File: src/rtl/reg_writeback_arb.sv
// Register-file write-port arbiter: ALU results take priority, and memory results are buffered in a small FIFO.
// Also tracks which registers still have an outstanding memory-sourced write (PEND).
module reg_writeback_arb #(
  parameter int DEPTH = 2,
  parameter int PTR_W = $clog2(DEPTH)
) (
  input  logic             CLK,
  input  logic             RST,
  input  logic             ALU_VALID,
  input  logic [4:0]       ALU_WA,
  input  logic [31:0]      ALU_WD,
  input  logic             MEM_VALID,
  output logic             MEM_READY,
  input  logic [4:0]       MEM_WA,
  input  logic [31:0]      MEM_WD,
  input  logic             ISSUE_VALID,
  input  logic [4:0]       ISSUE_RD,
  output logic             RF_EN,
  output logic [4:0]       RF_WA,
  output logic [31:0]      RF_WD,
  output logic [31:0]      PEND,
  output logic [PTR_W:0]   FIFO_CNT
);

  localparam logic [PTR_W:0]   FULL_CNT = (PTR_W+1)'(DEPTH);
  localparam logic [PTR_W:0]   CNT_ONE  = (PTR_W+1)'(1);
  localparam logic [PTR_W-1:0] PTR_ONE  = PTR_W'(1);

  logic [4:0]       fifo_wa [DEPTH];
  logic [31:0]      fifo_wd [DEPTH];
  logic [PTR_W-1:0] rd_ptr_reg;
  logic [PTR_W-1:0] wr_ptr_reg;
  logic [PTR_W:0]   cnt_reg;
  logic [31:0]      pend_reg;
  logic             rf_en_reg;
  logic [4:0]       rf_wa_reg;
  logic [31:0]      rf_wd_reg;

  logic             alu_w;
  logic             mem_acc;
  logic             fifo_empty;
  logic             pop;
  logic             bypass;
  logic             push;
  logic             commit_en;
  logic [4:0]       commit_wa;
  logic [31:0]      commit_wd;
  logic [31:0]      set_mask;
  logic [31:0]      clr_mask;
  logic [31:0]      pend_next;

  assign MEM_READY = (cnt_reg != FULL_CNT);

  always_comb begin
    alu_w      = ALU_VALID && (ALU_WA != 5'd0);
    mem_acc    = MEM_VALID && MEM_READY;
    fifo_empty = (cnt_reg == '0);
    pop        = !alu_w && !fifo_empty;
    // Bypass only when the FIFO is empty, so memory results stay in acceptance order
    bypass     = !alu_w && fifo_empty && mem_acc && (MEM_WA != 5'd0);
    push       = mem_acc && (MEM_WA != 5'd0) && !bypass;
    commit_en  = alu_w || pop || bypass;

    commit_wa = ALU_WA;
    commit_wd = ALU_WD;
    clr_mask  = 32'd0;
    if (!alu_w) begin
      if (pop) begin
        commit_wa = fifo_wa[rd_ptr_reg];
        commit_wd = fifo_wd[rd_ptr_reg];
      end else begin
        commit_wa = MEM_WA;
        commit_wd = MEM_WD;
      end
      if (pop || bypass) clr_mask = 32'd1 << commit_wa;
    end

    set_mask = (ISSUE_VALID && (ISSUE_RD != 5'd0)) ? (32'd1 << ISSUE_RD) : 32'd0;
    // Set is applied after clear so a same-cycle reissue keeps the register pending
    pend_next    = (pend_reg & ~clr_mask) | set_mask;
    pend_next[0] = 1'b0;
  end

  always_ff @(posedge CLK) begin
    if (push) begin
      fifo_wa[wr_ptr_reg] <= MEM_WA;
      fifo_wd[wr_ptr_reg] <= MEM_WD;
    end
  end

  always_ff @(posedge CLK) begin
    if (RST) begin
      rd_ptr_reg <= '0;
      wr_ptr_reg <= '0;
      cnt_reg    <= '0;
      pend_reg   <= 32'd0;
      rf_en_reg  <= 1'b0;
      rf_wa_reg  <= 5'd0;
      rf_wd_reg  <= 32'd0;
    end else begin
      if (push) wr_ptr_reg <= wr_ptr_reg + PTR_ONE;
      if (pop)  rd_ptr_reg <= rd_ptr_reg + PTR_ONE;
      case ({push, pop})
        2'b10:   cnt_reg <= cnt_reg + CNT_ONE;
        2'b01:   cnt_reg <= cnt_reg - CNT_ONE;
        default: cnt_reg <= cnt_reg;
      endcase
      pend_reg  <= pend_next;
      rf_en_reg <= commit_en;
      if (commit_en) begin
        rf_wa_reg <= commit_wa;
        rf_wd_reg <= commit_wd;
      end
    end
  end

  assign RF_EN    = rf_en_reg;
  assign RF_WA    = rf_wa_reg;
  assign RF_WD    = rf_wd_reg;
  assign PEND     = pend_reg;
  assign FIFO_CNT = cnt_reg;

  a_no_x0_write: assert property (@(posedge CLK) disable iff (RST) RF_EN |-> (RF_WA != 5'd0));
  a_cnt_bound:   assert property (@(posedge CLK) disable iff (RST) cnt_reg <= FULL_CNT);

endmodule

File: config.mk
export PLATFORM = sky130hd
export DESIGN_NAME = reg_writeback_arb
export DESIGN_NICKNAME = d
export VERILOG_FILES = /design/src/rtl/reg_writeback_arb.sv
export SDC_FILE = /design/constraint.sdc
export NUM_CORES = 1
export LEC_CHECK = 0
export CAP_MARGIN = 30
export CELL_PAD_IN_SITES_DETAIL_PLACEMENT = 1
export CELL_PAD_IN_SITES_GLOBAL_PLACEMENT = 2
export CORE_UTILIZATION = 31
export CTS_BUF_LIST = sky130_fd_sc_hd__clkbuf_16
export CTS_CLUSTER_DIAMETER = 80
export DETAILED_ROUTE_END_ITERATION = 8
export HOLD_SLACK_MARGIN = 0.1
export PLACE_DENSITY = 0.82
export SETUP_SLACK_MARGIN = 0.1
export SLEW_MARGIN = 30
export SYNTH_ARGS = -nofsm -noshare
export SYNTH_HDL_FRONTEND = slang
export SYNTH_SLANG_ARGS = --single-unit
File: constraint.sdc
create_clock -name CLK -period 3.15 [get_ports CLK]
set_input_delay 0.4725 -clock CLK [delete_from_list [all_inputs] [get_ports CLK]]
set_output_delay 0.4725 -clock CLK [all_outputs]
set_load 0.005 [all_outputs]
==> out/metrics.csv, run 1 <==
metric,value,unit
ys_seq_area_share,55.53,%
synth_nets,709,
setup_violations,0,
use_met2,33.06,%
crit_arrival,2.71,ns
cts_tree,built,
synth_ff_type,edfxtp_1,
critical_path_class,reg2reg,
holdWs,0.4865,ns
ios,157,
die-height,148.7,µm
cts_root_buffer,clkbuf_16,
grtUsageTotal,19.80,%
synth_top_cell_area_share,33.32,%
p_int,4.428,mW
final_cell_mix,"clkdlybuf4s50_1, nand2_1, edfxtp_1",
synthesis.instances,624,
layout_commonest_cell,clkdlybuf4s50_1,
preCtsSetupSlack,0.3022,ns
p_sw,2.226,mW
period_minus_slack,2.406,ns
fin_cells,1057,
min_path_type,reg2reg,
worst_setup_path_end_kind,flip-flop,
status,"complete, no violations",
final_nets,854,
drv_cap,0,
cts_setup_buffers,0,
synthArstFlopShare,0,%
grt_pass1_wl,33200,µm
ys_warn_count,0,
r2r_slack,0.74,ns
numCtsBuffers,17,
crit_required,3.45,ns
final_layout_size_suffix_gt1_share,8.696,%
share_seq_of_total_power,38.5,%
whs_endpoint,PEND[17]$_SDFF_PP0_,
cts_max_level,4,
grt_use_met1,25.01,%
num_rows,53,
grt_use_met3,4.571,%
grt_pass1_vias,5988,
drt_first_pass_iters,4,
overflow,0,
syn_area,6669,µm²
swShare,33.45,%
worst_slack,0.7442,ns
place_congestion,0.8064,
synthTopCellsByArea,"edfxtp_1, dfxtp_1, mux2i_1",
wl,21360,µm
die_w,148.7,µm
synth-edff-count,74,
reg2reg_from,FIFO_CNT[0]$_SDFFE_PP0P_,
slew_violations,0,
leakage,2.943,nW
finalHoldViolCount,0,
cts_resized,0,
ant_nets,0,
cts_hold_buf,0,
place_hpwl,15050,µm
max_clock_freq,415.7,MHz
power_frac_comb,32.3,%
yosysUniqueCellTypes,55,
grt_max_degree,52,
clock_skew,0.01398,ns
antenna_found_initial,0,
r2r-end,PEND[1]$_SDFF_PP0_,
clock_sinks,148,
post-place-cells,1025,
die_area,22100,µm²
drt_drc_violations_left,0,
io_buffers,155,
fillers,2338,
worstHoldStart,PEND[17]$_SDFF_PP0_,
tns,0,ns
ys_ff_latch,148,
syn_avg_cell_area,10.69,µm²
hold_path_depth,2,
largest_reg_flops,64,
power_density,733.8,nW/µm²
path_clk_slew,0.06,ns
vias,5733,
regMostFlops,fifo_wd,
yosysTopAreaCell,edfxtp_1,
cts_buffer_depth,2,
first_iter_violations,252,
cp_max_fo,28,
start_kind,flip-flop,
wl_per_cell,20.21,µm
peakVddDrop,0.3804,mV
worst_pin_slew,0.9295,ns
antennaDiodeCount,0,
viasPerCell,5.424,
clock_latency,0.43,ns
start_util,31.62,%
area_delta_synth_final,35.97,%
clockPowerShare,29.2,%
reg2regPathDepth,4,
core,21090,µm²
rsz0062_at_grt,no,
grt_busiest_layer,met2,
period_share,76.37,%
max_slew_margin,38.03,%
[cell type report]
type                            instances  area (µm²)  area share [%]
Inverter                                6       22.52          0.2484
Timing Repair Buffer                  176        1742           19.21
Tap cell                              275       344.1           3.795
Multi-Input combinational cell        420        2694           29.71
Clock buffer                           18       450.4           4.968
Sequential cell                       148        3705           40.86
Clock inverter                         14       110.1           1.214
[power groups by stage]
stage / logic, mW / clock network, mW / registers, mW
after global placement: 2.09 / 0 / 2.58
after floorplan: 1.29 / 0 / 2.53
after CTS: 2.18 / 1.97 / 2.56
final: 2.15 / 1.94 / 2.56
after global routing: 2.35 / 2.05 / 2.60
after detailed placement: 2.16 / 0 / 2.60
[layer usage]
metal / vias to the layer above / part of all wire, % / wire [µm]
met4: 0 / 1.2 / 249
met1: 2853 / 44 / 9441
met2: 161 / 49 / 10540
met5: - / 0 / 0
met3: 20 / 5.3 / 1135
li1: 2699 / - / -
[metrics by stage]
stage | util [%] | power, mW | area (µm²)
floorplan | - | 3.819 | 6669
global placement | 40.34 | 4.673 | 8507
detailed placement | 40.34 | 4.761 | 8507
CTS | 43.00 | 6.713 | 9067
global route | 43.00 | 6.997 | 9067
finish | 43.00 | 6.654 | 9067
[logic make-up (layout without fill, tap and decap cells)]
family / Yosys count / after routing / share of synthesized area (%)
and+or+nand+nor: 205 / 205 / 14.54
AOI/OAI and AO/OA: 170 / 170 / 18.95
DFF: 148 / 148 / 55.53
buffers and inverters: 56 / 214 / 4.278
muxes: 41 / 41 / 6.191
xor gates and xnor gates: 2 / 2 / 0.2627
adders and majority gates: 1 / 1 / 0.1876
other: 1 / 1 / 0.05623
[synth_stat cells (2+ instances only)]
master and instances:
o21ai_0 4, edfxtp_1 74, nor3b_1 4, or3_1 4, a2111oi_0 3, nand2b_1 3, or3b_2 2, a21oi_1 39
nand4bb_1 3, buf_4 3, clkbuf_1 24, buf_2 15, a211oi_1 6, inv_1 6, a32o_1 2, a311oi_1 35
nand3b_1 4, o211ai_1 40, mux2_2 2, nand2_1 80, o31ai_1 2, nor2_1 38, nor3_1 52, buf_1 2
a31oi_1 12, nand3_1 4, o32ai_1 7, mux2i_1 39, and3b_1 2, a211o_1 4, a22oi_1 3, o32a_1 2
o22ai_1 4, buf_6 6, dfxtp_1 74
[worst max path at each step]
stage / cells after the start / endpoint / startpoint
2_1_floorplan: 6 / fifo_wa[1][0]$_DFFE_PP_ / ALU_VALID
3_3_place_gp: 4 / fifo_wd[1][15]$_DFFE_PP_ / MEM_WA[0]
3_5_place_dp: 4 / fifo_wd[1][17]$_DFFE_PP_ / MEM_WA[0]
4_1_cts: 4 / PEND[1]$_SDFF_PP0_ / FIFO_CNT[0]$_SDFFE_PP0P_
5_1_grt: 4 / PEND[1]$_SDFF_PP0_ / FIFO_CNT[0]$_SDFFE_PP0P_
6_report: 4 / PEND[1]$_SDFF_PP0_ / FIFO_CNT[0]$_SDFFE_PP0P_
[critical path, cell delays in order, from the launching register on]
cell	delay (ns)
dfxtp_1	0.63
or2_2	0.62
o211ai_1	0.34
a2111oi_0	0.54
o32ai_1	0.14
(Power assumes the default switching activity.)
==> run 2, diff against run 1 <==
- CORE_UTILIZATION: 31 -> 28
- PLACE_DENSITY: 0.82 -> 0.78
- clock period: 3.15 -> 2.1 ns (I/O delays scaled with it)
==> out/metrics.csv, run 2 (synthesis gave the netlist of run 1 again) <==
metric,value,unit,change
clock_skew,0.01104,ns,-0.002943 ns
drt_first_pass_iters,6,,+2
cp_slowest_cell,clkdlybuf4s50_1,,
drv_cap,0,,unchanged
die_w,156.3,µm,+5.2%
slowest_delay,0.43,ns,-0.20 ns
r2r_slack,0.19,ns,-0.55 ns
period_share,93.37,%,
place_hpwl,15950,µm,+6.0%
min_path_type,in2reg,,
viasPerCell,5.079,,-6.4%
clock_latency,0.43,ns,about the same
finalHoldViolCount,0,,unchanged
slew_violations,0,,unchanged
die-height,156.3,µm,+5.2%
fin_cells,1148,,+8.6%
cp_max_fo,3,,-89%
final_nets,901,,+5.5%
final_layout_size_suffix_gt1_share,14.96,%,+6.3 points
wl,22110,µm,+3.5%
start_kind,input pin,,
grtUsageTotal,18.29,%,-1.5 points
grt_use_met3,3.545,%,-1.0 points
overflow,0,,unchanged
crit_required,2.45,ns,-1.00 ns
worst_setup_path_end_kind,flip-flop,,
cts_root_buffer,clkbuf_16,,
numCtsBuffers,17,,unchanged
cts_hold_buf,0,,unchanged
num_rows,56,,+5.7%
antennaDiodeCount,0,,unchanged
cp_cell_sequence,"clkdlybuf4s50_1, or3_4, o31a_4, nor2_2, ha_2, xnor2_1, or3_1, a21oi_1",,
final_cell_mix,"clkdlybuf4s50_1, nand2_1, edfxtp_1",,
antenna_found_initial,0,,unchanged
reg2regPathDepth,7,,+3
power_density,1075,nW/µm²,+46%
final_util,40.73,%,-2.3 points
start_util,28.50,%,-3.1 points
use_met2,31.12,%,-1.9 points
setup_violations,0,,unchanged
grt_pass1_wl,33770,µm,+1.7%
crit_arrival,2.32,ns,-0.39 ns
crit_end,FIFO_CNT[1]$_SDFFE_PP0P_,,
drt_drc_violations_left,0,,unchanged
io_buffers,155,,unchanged
cts_buffer_depth,2,,unchanged
regMostFlops,fifo_wd,,
layout_commonest_cell,clkdlybuf4s50_1,,
critical_path_depth,8,,+4
grt_busiest_layer,met2,,
largest_reg_flops,64,,unchanged
wl_per_cell,19.26,µm,-4.7%
path_clk_slew,0.06,ns,about the same
cp-startpoint,ALU_WA[2],,
first_iter_violations,339,,+35%
path_buf_inv,1,,+1
r2r-end,FIFO_CNT[1]$_SDFFE_PP0P_,,
die_area,24440,µm²,+11%
vias,5831,,+1.7%
grt_pass1_vias,6175,,+3.1%
ant_nets,0,,unchanged
core,23400,µm²,+11%
status,"complete, no violations",,
post-place-cells,1113,,+8.6%
period_minus_slack,1.961,ns,
reg2reg_from,FIFO_CNT[1]$_SDFFE_PP0P_,,
grt_use_met1,22.40,%,-2.6 points
path_delay_family,simple AND/OR/NAND/NOR gates,,
critical_path_class,in2reg,,
clock_sinks,148,,unchanged
fillers,2597,,+11%
max_clock_freq,510.0,MHz,
tns,0,ns,unchanged
cts_tree,built,,
area_delta_synth_final,42.93,%,
grt_max_degree,41,,-21%
ios,157,,unchanged
peakVddDrop,0.4308,mV,+13%
place_congestion,0.8346,,+3.5%
cts_max_level,4,,unchanged
leakage,3.222,nW,+9.5%
rsz0062_at_grt,no,,
[run 2: report_power, final]
part	internal (mW)	switching, mW	total (mW)
sequential	3.56	0.268	3.83
combinational	1.62	1.94	3.56
clock	1.64	1.22	2.86
[run 2: worst reg2reg max path, delay by kind of cell (launching register included)]
kind                       cells  cell delay, ns
AOI/OAI and AO/OA              2            0.30
xor gates and xnor gates       1            0.07
adders and majority gates      1            0.18
DFF                            1            0.39
and+or+nand+nor                3            0.90
[run 2: through the flow]
stage / instance area [µm²] / hold WS [ns] / total power [mW] / setup slack [ns]
after floorplan: 6693 / 0.4139 / 5.745 / -0.06648
after global placement: 8907 / 0.4876 / 7.289 / -0.3194
after detailed placement: 8907 / 0.4986 / 7.431 / -0.3745
after CTS: 9465 / 0.3418 / 10.31 / 0.06710
after global routing: 9532 / 0.2650 / 10.78 / 0.1065
final: 9532 / 0.2453 / 10.25 / 0.1392
[run 2: layer usage]
layer | routed length, µm | vias up
met5 | 0 | -
met4 | 470 | 0
met3 | 912 | 26
met2 | 10930 | 131
met1 | 9795 | 2882
li1 | - | 2792
[run 2: how the worst min path moves through the flow]
| stage | startpoint | end | cells after the start |
|---|---|---|---|
| after floorplan | MEM_WA[0] | fifo_wa[0][0]$_DFFE_PP_ | 0 |
| after global routing | MEM_WA[3] | fifo_wa[1][3]$_DFFE_PP_ | 2 |
| after global placement | wr_ptr_reg$_SDFFE_PP0P_ | wr_ptr_reg$_SDFFE_PP0P_ | 2 |
| final | MEM_WA[3] | fifo_wa[0][3]$_DFFE_PP_ | 2 |
| after CTS | RST | PEND[8]$_SDFF_PP0_ | 3 |
| after detailed placement | PEND[22]$_SDFF_PP0_ | PEND[22]$_SDFF_PP0_ | 2 |
[run 2: final cells by class]
type / count / area, µm² / area share, %
multi-input combinational: 421 / 2740 / 28.75
sequential: 148 / 3710 / 38.92
tap: 319 / 399.1 / 4.187
inverter: 6 / 26.28 / 0.2757
clock buffer: 19 / 475.5 / 4.988
timing repair buffer: 222 / 2101 / 22.04
clock inverter: 13 / 80.08 / 0.8401
[run 2: what timing repair did]
action                     4_1_cts  5_1_grt
gates cloned                     0        1
buffers inserted                 0        2
setup endpoints to repair       76      123
resized for setup                3       12
pin swaps                        0        6
